**src/rtl/lib_sram_slv_pkg.sv**
```systemverilog
// Shared types and helpers for the lib_sram_slv memory slave.
package lib_sram_slv_pkg;

  // Upper bound on the response latency; larger LAT values are clamped to it.
  localparam int unsigned LAT_MAX = 8;

  // Widest data bus the strobe merge helper handles.
  localparam int unsigned DW_MAX  = 64;
  localparam int unsigned SW_MAX  = DW_MAX / 8;

  // Replace the bytes of old_word selected by strb with the matching bytes of new_word.
  function automatic logic [DW_MAX-1:0] strb_merge(input logic [DW_MAX-1:0] old_word,
                                                   input logic [DW_MAX-1:0] new_word,
                                                   input logic [SW_MAX-1:0] strb);
    logic [DW_MAX-1:0] res;
    res = old_word;
    for (int unsigned i = 0; i < SW_MAX; i++) begin
      if (strb[i]) res[i*8 +: 8] = new_word[i*8 +: 8];
    end
    return res;
  endfunction

endpackage

```
**src/rtl/lib_sync_fifo.sv**
```systemverilog
// Synchronous FIFO with registered storage; DEPTH must be a power of two.
module lib_sync_fifo #(
  parameter int unsigned W     = 17,
  parameter int unsigned DEPTH = 4
) (
  input  logic         clk,
  input  logic         rstn,
  input  logic         push,
  input  logic [W-1:0] din,
  input  logic         pop,
  output logic [W-1:0] dout,
  output logic         nempty
);

  localparam int unsigned PW = $clog2(DEPTH);
  localparam int unsigned CW = PW + 1;

  logic [W-1:0]  mem [DEPTH];
  logic [PW-1:0] wr_ptr;
  logic [PW-1:0] rd_ptr;
  logic [CW-1:0] count;
  logic          pop_ok;

  assign pop_ok = pop & nempty;
  assign nempty = (count != '0);
  assign dout   = mem[rd_ptr];

  // Storage, pointers and fill level; storage is cleared so the head reads zero after reset.
  always_ff @(posedge clk or negedge rstn) begin
    if (!rstn) begin
      for (int unsigned i = 0; i < DEPTH; i++) mem[i] <= '0;
      wr_ptr <= '0;
      rd_ptr <= '0;
      count  <= '0;
    end else begin
      if (push) begin
        mem[wr_ptr] <= din;
        wr_ptr      <= wr_ptr + PW'(1);
      end
      if (pop_ok) rd_ptr <= rd_ptr + PW'(1);
      case ({push, pop_ok})
        2'b10:   count <= count + CW'(1);
        2'b01:   count <= count - CW'(1);
        default: count <= count;
      endcase
    end
  end

endmodule

```
**src/rtl/lib_sram_slv.sv**
```systemverilog
// Pipelined single-port memory slave with LAT-cycle responses and up to OUTST outstanding.
// Optional address check: define LIB_SRAM_SLV_ADRCHK_EN to flag accesses above the decoded depth.
module lib_sram_slv
  import lib_sram_slv_pkg::*;
#(
  parameter int unsigned AW       = 24,
  parameter int unsigned DW       = 16,
  parameter int unsigned DEPTH_AW = 8,
  parameter int unsigned LAT      = 1,
  parameter int unsigned OUTST    = 4
) (
  input  logic            clk,
  input  logic            rstn,
  input  logic            req_vld,
  output logic            req_gnt,
  input  logic            req_wr,
  input  logic [DW/8-1:0] req_strb,
  input  logic [AW-1:0]   req_adr,
  input  logic [DW-1:0]   req_dat,
  output logic            rsp_vld,
  input  logic            rsp_gnt,
  output logic [DW-1:0]   rsp_dat,
  output logic            rsp_err
);

  localparam int unsigned DEPTH   = 2 ** DEPTH_AW;
  localparam int unsigned CW      = $clog2(OUTST) + 1;
  localparam int unsigned RW      = DW + 1;
  localparam int unsigned LAT_EFF = (LAT < 1) ? 1 : ((LAT > LAT_MAX) ? LAT_MAX : LAT);

  typedef struct packed {
    logic          err;
    logic [DW-1:0] dat;
  } rsp_t;

  logic [DW-1:0]       mem [DEPTH];
  logic [DEPTH_AW-1:0] idx;
  logic [DW-1:0]       rd_word;
  logic [DW-1:0]       wr_word;
  logic                accept;
  logic                pop;
  logic                adr_err;
  logic [CW-1:0]       cnt;
  logic [CW-1:0]       cnt_next;
  rsp_t                rsp_new;
  rsp_t                fifo_out;
  logic                dl_vld [LAT_EFF];
  rsp_t                dl_rsp [LAT_EFF];

  assign accept  = req_vld & req_gnt;
  assign pop     = rsp_vld & rsp_gnt;
  assign idx     = req_adr[DEPTH_AW-1:0];
  assign rd_word = mem[idx];
  assign wr_word = DW'(strb_merge(DW_MAX'(rd_word), DW_MAX'(req_dat), SW_MAX'(req_strb)));

`ifdef LIB_SRAM_SLV_ADRCHK_EN
  if (DEPTH_AW < AW) begin : g_adrchk
    assign adr_err = |req_adr[AW-1:DEPTH_AW];
  end else begin : g_no_adrchk
    assign adr_err = 1'b0;
  end
`else
  assign adr_err = 1'b0;
  if (DEPTH_AW < AW) begin : g_alias
    // Upper address bits are deliberately ignored so addresses alias onto the array.
    logic unused_adr_hi;
    assign unused_adr_hi = ^req_adr[AW-1:DEPTH_AW];
  end
`endif

  // Response payload for the request at the head of the bus this cycle.
  always_comb begin
    rsp_new     = '0;
    rsp_new.err = adr_err;
    if (!adr_err) rsp_new.dat = req_wr ? wr_word : rd_word;
  end

  // Byte-merged memory write; array contents are intentionally not reset.
  always_ff @(posedge clk) begin
    if (accept && req_wr && !adr_err) mem[idx] <= wr_word;
  end

  // Outstanding count: accept adds, pop removes, both together leave it unchanged.
  always_comb begin
    cnt_next = cnt;
    if (accept && !pop)      cnt_next = cnt + CW'(1);
    else if (!accept && pop) cnt_next = cnt - CW'(1);
  end

  // Counter and grant flop; grant follows the count one edge later, so a pop frees a slot next cycle.
  always_ff @(posedge clk or negedge rstn) begin
    if (!rstn) begin
      cnt     <= '0;
      req_gnt <= 1'b1;
    end else begin
      cnt     <= cnt_next;
      req_gnt <= (cnt_next < CW'(OUTST));
    end
  end

  // Latency delay line; the last stage pushes into the response FIFO.
  always_ff @(posedge clk or negedge rstn) begin
    if (!rstn) begin
      for (int unsigned i = 0; i < LAT_EFF; i++) begin
        dl_vld[i] <= 1'b0;
        dl_rsp[i] <= '0;
      end
    end else begin
      dl_vld[0] <= accept;
      dl_rsp[0] <= rsp_new;
      for (int unsigned i = 1; i < LAT_EFF; i++) begin
        dl_vld[i] <= dl_vld[i-1];
        dl_rsp[i] <= dl_rsp[i-1];
      end
    end
  end

  // Response queue; the outstanding count guarantees it never overflows.
  lib_sync_fifo #(
    .W     (RW),
    .DEPTH (OUTST)
  ) u_rsp_fifo (
    .clk    (clk),
    .rstn   (rstn),
    .push   (dl_vld[LAT_EFF-1]),
    .din    (dl_rsp[LAT_EFF-1]),
    .pop    (pop),
    .dout   (fifo_out),
    .nempty (rsp_vld)
  );

  assign rsp_dat = fifo_out.dat;
  assign rsp_err = fifo_out.err;

endmodule

```
**config.mk**
```make
export PLATFORM = sky130hd
export DESIGN_NAME = lib_sram_slv
export DESIGN_NICKNAME = d
export VERILOG_FILES = /design/src/rtl/lib_sram_slv_pkg.sv /design/src/rtl/lib_sync_fifo.sv /design/src/rtl/lib_sram_slv.sv
export SDC_FILE = /design/constraint.sdc
export NUM_CORES = 2
export LEC_CHECK = 0
export ABC_CLOCK_PERIOD_IN_PS = 13700
export BUFFER_PORTS_ARGS = -buffer_cell sky130_fd_sc_hd__buf_4
export CORE_ASPECT_RATIO = 0.75
export CORE_MARGIN = 2
export CORE_UTILIZATION = 57
export DETAILED_ROUTE_END_ITERATION = 10
export PLACE_DENSITY = 0.74
export SLEW_MARGIN = 20
export SYNTH_ARGS = -nofsm -noshare
export SYNTH_HDL_FRONTEND = slang
export SYNTH_HIERARCHICAL = 1
export SYNTH_SLANG_ARGS = --single-unit
```
**constraint.sdc**
```tcl
create_clock -name clk -period 13.7 [get_ports clk]
set_clock_uncertainty 0.1 [all_clocks]
set_input_delay 1.37 -clock clk [delete_from_list [all_inputs] [get_ports clk]]
set_output_delay 1.37 -clock clk [all_outputs]
set_load 0.03 [all_outputs]
```
# ---- Word level (Yosys, flattened, before mapping)
# Memory sizes are Yosys's and may differ from the RTL's.
# Index checks and enable logic that the tools add are counted.
dict set report word_totals {
  register_bits 96
  ram_bits 4096
  in_bits 47
  out_inout_bits 19
  wordCells 51
  mem_count 1
}
dict set report classes {
  addsub 6
  n_lt_le_gt_ge 4
  eq_ne 2
  n_mux 14
  bitwise 5
  n_reduce_logical 8
}
# memory depth width read_ports rd_ports_with_merged_regs wr line
set mem_list {}
lappend mem_list {mem 256 16 1 0 1 lib_sram_slv.sv:36} ;# logic [DW-1:0] mem [DEPTH];
# operator count
set ops {}
lappend ops {{68-bit bitwise mux} 1}
lappend ops {{17-bit two-way mux} 3}
lappend ops {{17-bit binary-select mux with 2-bit select} 1}
lappend ops {{17-bit demux with 2-bit select} 1}
lappend ops {{16-bit two-way mux} 1}
lappend ops {{8-bit two-way mux} 2}
lappend ops {{3-bit by 1-bit adder with 3-bit output, second input constant} 2}
lappend ops {{3-bit >= comparator, second input constant} 2}
lappend ops {{3-bit two-way mux} 2}
lappend ops {{2-bit inverter with 3-bit output} 2}
lappend ops {{3-bit case mux with 2 select lines} 1}
lappend ops {{3-bit by 1-bit subtractor with 3-bit output, second input constant} 2}
lappend ops {{2-bit by 1-bit adder with 2-bit output, second input constant} 2}
lappend ops {{1-bit logical AND} 4}
lappend ops {{1-bit bitwise AND} 3}
lappend ops {{3-bit by 1-bit less-than comparator with 1-bit output, second input constant} 1}
lappend ops {{3-bit less-than comparator, second input constant} 1}
lappend ops {{3-bit nonzero test} 1}
lappend ops {{2-bit by 1-bit == test with 1-bit output, second input constant} 1}
lappend ops {{2-bit == test, second input constant} 1}
lappend ops {{1-bit zero test} 2}
lappend ops {{1-bit two-way mux} 2}
lappend ops {{2-bit nonzero test} 1}

# ---- Depth between registers and ports, before layout
dict set report depth {
  depth_word 6
  mapped_depth 12
  depth_no_buf 10
}

# ---- Cells and area by module
# Netlist, hierarchy kept.
# module n_inst cells_each area_per_inst_um2 seq_area_each_um2
set by_module_without_submodules {}
lappend by_module_without_submodules {lib_sram_slv 1 7756 158174.2 123524.7}
lappend by_module_without_submodules {lib_sync_fifo 1 198 3585.9 1876.8}

# ---- Worst setup path before layout
# Ideal clock, no wire load.
dict set report synth_path {
  kind {input to register}
  start {in req_adr[0]}
  end {mem mem[0][0], data pin}
  setup_time_ns 2.233
  arrival_time_ns 13.389
  t_required_ns 11.367
  setup_slack_ns -2.022
  stages 10
  n_path_buf 5
  cell_sequence {buf_6 buf_6 buf_6 buf_4 nor3_2 buf_4 a22oi_1 a31oi_1 and4bb_1 o31ai_1}
}
dict set report synth_via {
  elab_chain_len 2
}
# item line
set synth_rtl {}
lappend synth_rtl {{from (decl)} lib_sram_slv.sv:18} ;# input logic [AW-1:0] req_adr,
lappend synth_rtl {{memory 256 x 16 bit} -}
lappend synth_rtl {{8-bit two-way mux} lib_sram_slv_pkg.sv:18} ;# if (strb[i]) res[i*8 +: 8] = new_word[i*8 +: 8];
lappend synth_rtl {{via wr_word[0]} lib_sram_slv.sv:39} ;# logic [DW-1:0] wr_word;
lappend synth_rtl {{to (decl)} lib_sram_slv.sv:36}
# The timed path passes the listed nets, and every way through them passes these cells.

# ---- Worst setup path after layout
dict set report layout_path {
  start {in req_adr[1]}
  end {mem mem[92][6], data pin}
}
# Same word-level chain as after synthesis.

==> impl_metrics.ini <==
[floorplanning]
die_x_um = 619
dieArea_mm2 = 0.288
start_util_pct = 57.3
die_y_um = 465
rows = 169
design.portCount = 66
core_mm2 = 0.283

[worst_setup_path]
setup.worst_path.class = primary input to flip-flop
worst_path_largest_cell_delay_ns = 0.78
start_kind = primary input
path_cells = buf_16 > buf_12 > buf_4 > buf_4 > mux4_2 > mux4_2 > a22o_1 > nor3_1 > buf_4 > o31ai_4 > buf_4 > buf_4 > buf_6
cp-end-kind = flip-flop
cp_num_buf_inv = 8
cp_max_fo = 127
crit_path_top_delay_cell = buf_4
required_ns = 14.16
arrival_ns = 8.33
cp_common_cell = buf_4
critical-path-top-delay-family = buffers and inverters

[final_layout]
drive_gt1_share_pct = 20.3
syn_to_final_growth_pct = 11.2
fillerInstances = 18286
seq_area_mm2 = 0.125
final_core_util_pct = 63.7
fin_nets = 8358
stdcell_count = 12365
multiInputGateArea_mm2 = 0.0343

[timing]
final.min_clock_period_ns = 7.87
max_freq_ghz = 0.127
slew_headroom_pct = 4.86
hold_violations = 0
setup_viol = 0
rsz0062_at_grt = false
fin_ws_ns = 5.83
fin_setup_tns_ns = 0
slew_violations = 0
tightestPinTransition_ns = 1.43
min_period_over_period_pct = 57.4
hold_ws_ns = 0.237

[power_and_ir_drop]
power.density_mw_per_mm2 = 149
internal_power_mw = 20.9
power_leakage_nw = 58.7
pwr-share-comb_pct = 7.6
p_sw_mw = 5.98
ir_worst_vdd_v = 0.000134
sequentialPowerShare_pct = 54.3
swShare_pct = 22.3
clock_power_share_pct = 38.0

[detailed_routing]
wl_per_cell_um = 32.5
wl_met2_um = 180000
drc_errors = 0
antenna_left = 0
highest-signal-layer = met5
wl_met1_um = 153000
drt_wl_total_um = 401000
wl_met3_um = 53300
dr.first_iter.drc_count = 12022
dr.pass1.iters = 6
routed_via_density = 6.67
via_count = 82514

[logic_synthesis]
post-synth-top-count-cell = edfxtp_1
syn_inst = 7954
synth_seq_area_share_pct = 77.5
async_flop_share_pct = 2.29
syn_area_per_cell_um2 = 20.3
syn-cell-area_mm2 = 0.162
synthDistinctLibCells = 65
synth.cells.most_frequent = edfxtp_1 (4096), mux2i_1 (817), mux4_2 (640), a22oi_1 (333), nor2_1 (271)
ys.flop_type = edfxtp_1
yosys.area.top_type_share_pct = 76.0
synth_edf_count = 4096
yosysWarnings = 6
synthTopCellsByArea = edfxtp_1 (76%), mux4_2 (8.9%), mux2i_1 (5.1%)
ys_ff_latch = 4192
yosys.area.top_type = edfxtp_1

[global_route]
grt_max_degree = 257
grt.total_usage_pct = 27.7
grt_pass1_vias = 80376
grt_first_pass_wirelength_um = 573000
grt_overflow = 0
antenna_found_initial = 41

[run]
drv_cap = 0

[hold_path]
hp-class = primary input to asynchronous set/reset pin

[clock_tree]
clock_path_buffers = 4
cts_tree = yes
htree_levels = 5
cts_root_buf = clkbuf_16
ctsResizeCount = 0
clk_pin_slew_ns = 0.06
cts.sinks = 4192
cts_hold_buf = 0
clock_latency_ns = 0.91
cts_buffers = 372
cts_setup_buffers = 0

[outcome]
outcome = complete, no violations

[placed_design]
post-place-cells = 11686
dp_slack_ns = 4.82
dp_hpwl_um = 228000
portBuffers = 49
gp_congestion = 0.852
==> area by class of cell <==
| cell class | instances | share of cell area (%) |
|---|---|---|
| antenna | 11 | 0.0153 |
| clock buffer | 479 | 5.52 |
| clock inverter | 186 | 0.958 |
| inverter | 39 | 0.0814 |
| multi-input combinational | 3256 | 19.1 |
| sequential | 4192 | 69.7 |
| tap | 3762 | 2.62 |
| timing repair buffer | 440 | 2.02 |
==> cell families (layout without fill, tap and decap cells) <==
logic type	after synthesis	count (layout)	share of synthesized area, %
muxes	1534	1534	14.7
adders and majority gates	10	10	0.0820
AOI/OAI and AO/OA	837	837	3.55
other	1	15	0.00232
and+or+nand+nor	864	864	2.53
DFF	4192	4192	77.5
xor gates and xnor gates	7	7	0.0379
buffers and inverters	509	1144	1.60
==> stage by stage <==
| step | cell area (µm²) | power [mW] |
|---|---|---|
| after floorplan | 162000 | 16.3 |
| after global placement | 168000 | 16.8 |
| after detailed placement | 168000 | 16.9 |
| after CTS | 180000 | 26.9 |
| after global routing | 180000 | 27.5 |
| final | 180000 | 26.9 |
==> path summary, 6_finish.rpt <==
path | end | slack [ns] | cells after the start | startpoint
setup / recovery | mem[92][6]$_DFFE_PP_ | 5.83 | 13 | req_adr[1]
hold reg to reg | cnt[2]$_DFF_PN0_ | 0.38 | 1 | cnt[2]$_DFF_PN0_
setup reg to reg | mem[92][6]$_DFFE_PP_ | 8.47 | 11 | mem[83][6]$_DFFE_PP_
max in group asynchronous | u_rsp_fifo/rd_ptr[0]$_DFFE_PN0P_ | 12.01 | 2 | rstn
hold / removal | u_rsp_fifo/mem[45]$_DFFE_PN0P_ | 0.24 | 1 | rstn
min in group clk | cnt[2]$_DFF_PN0_ | 0.38 | 1 | cnt[2]$_DFF_PN0_
==> flip-flops by register name, summed over array words and instances, names as in the netlist <==
| name | count |
|---|---|
| dl_rsp | 16 |
| dl_vld | 1 |
| u_rsp_fifo/count | 3 |
| cnt | 3 |
| u_rsp_fifo/rd_ptr | 2 |
| mem | 4096 |
| req_gnt | 1 |
| u_rsp_fifo/wr_ptr | 2 |
| u_rsp_fifo/mem | 68 |
==> placed cells by master (no fill, tap or decap), types with 15 or more instances in the layout <==
cell type  instances
mux2i_1          817
dfrtp_1           94
clkbuf_16        380
clkinv_1          83
buf_4            412
or4_1             15
bufinv_16         31
mux2_2            28
a22o_1            45
o211ai_1          16
clkbuf_1          94
buf_12            17
nor3_1            58
mux4_2           640
o31ai_4           16
edfxtp_1        4096
a21oi_1          168
and3_1            28
nand2_1          204
a22oi_1          333
nor2_1           227
o22ai_1          150
inv_1             39
nor2_2            38
nand4_1           48
nand3_1          167
a31oi_1           44
mux2_4            40
clkinv_2          45
==> power groups by stage <==
stage / registers [mW] / logic, mW / clock network, mW
finish: 14.6 / 2.05 / 10.2
global route: 14.6 / 2.15 / 10.8
CTS: 14.6 / 2.03 / 10.3
detailed placement: 14.9 / 2.02 / 0
global placement: 14.9 / 1.95 / 0
floorplan: 15.0 / 1.28 / 0
==> metal layers <==
layer	vias to the layer above	track usage (%)
li1	33544	-
met1	42883	40.3
met2	5280	40.8
met3	781	8.37
met4	26	8.82
met5	-	0
Note: power is estimated with default switching activity, not from simulation.
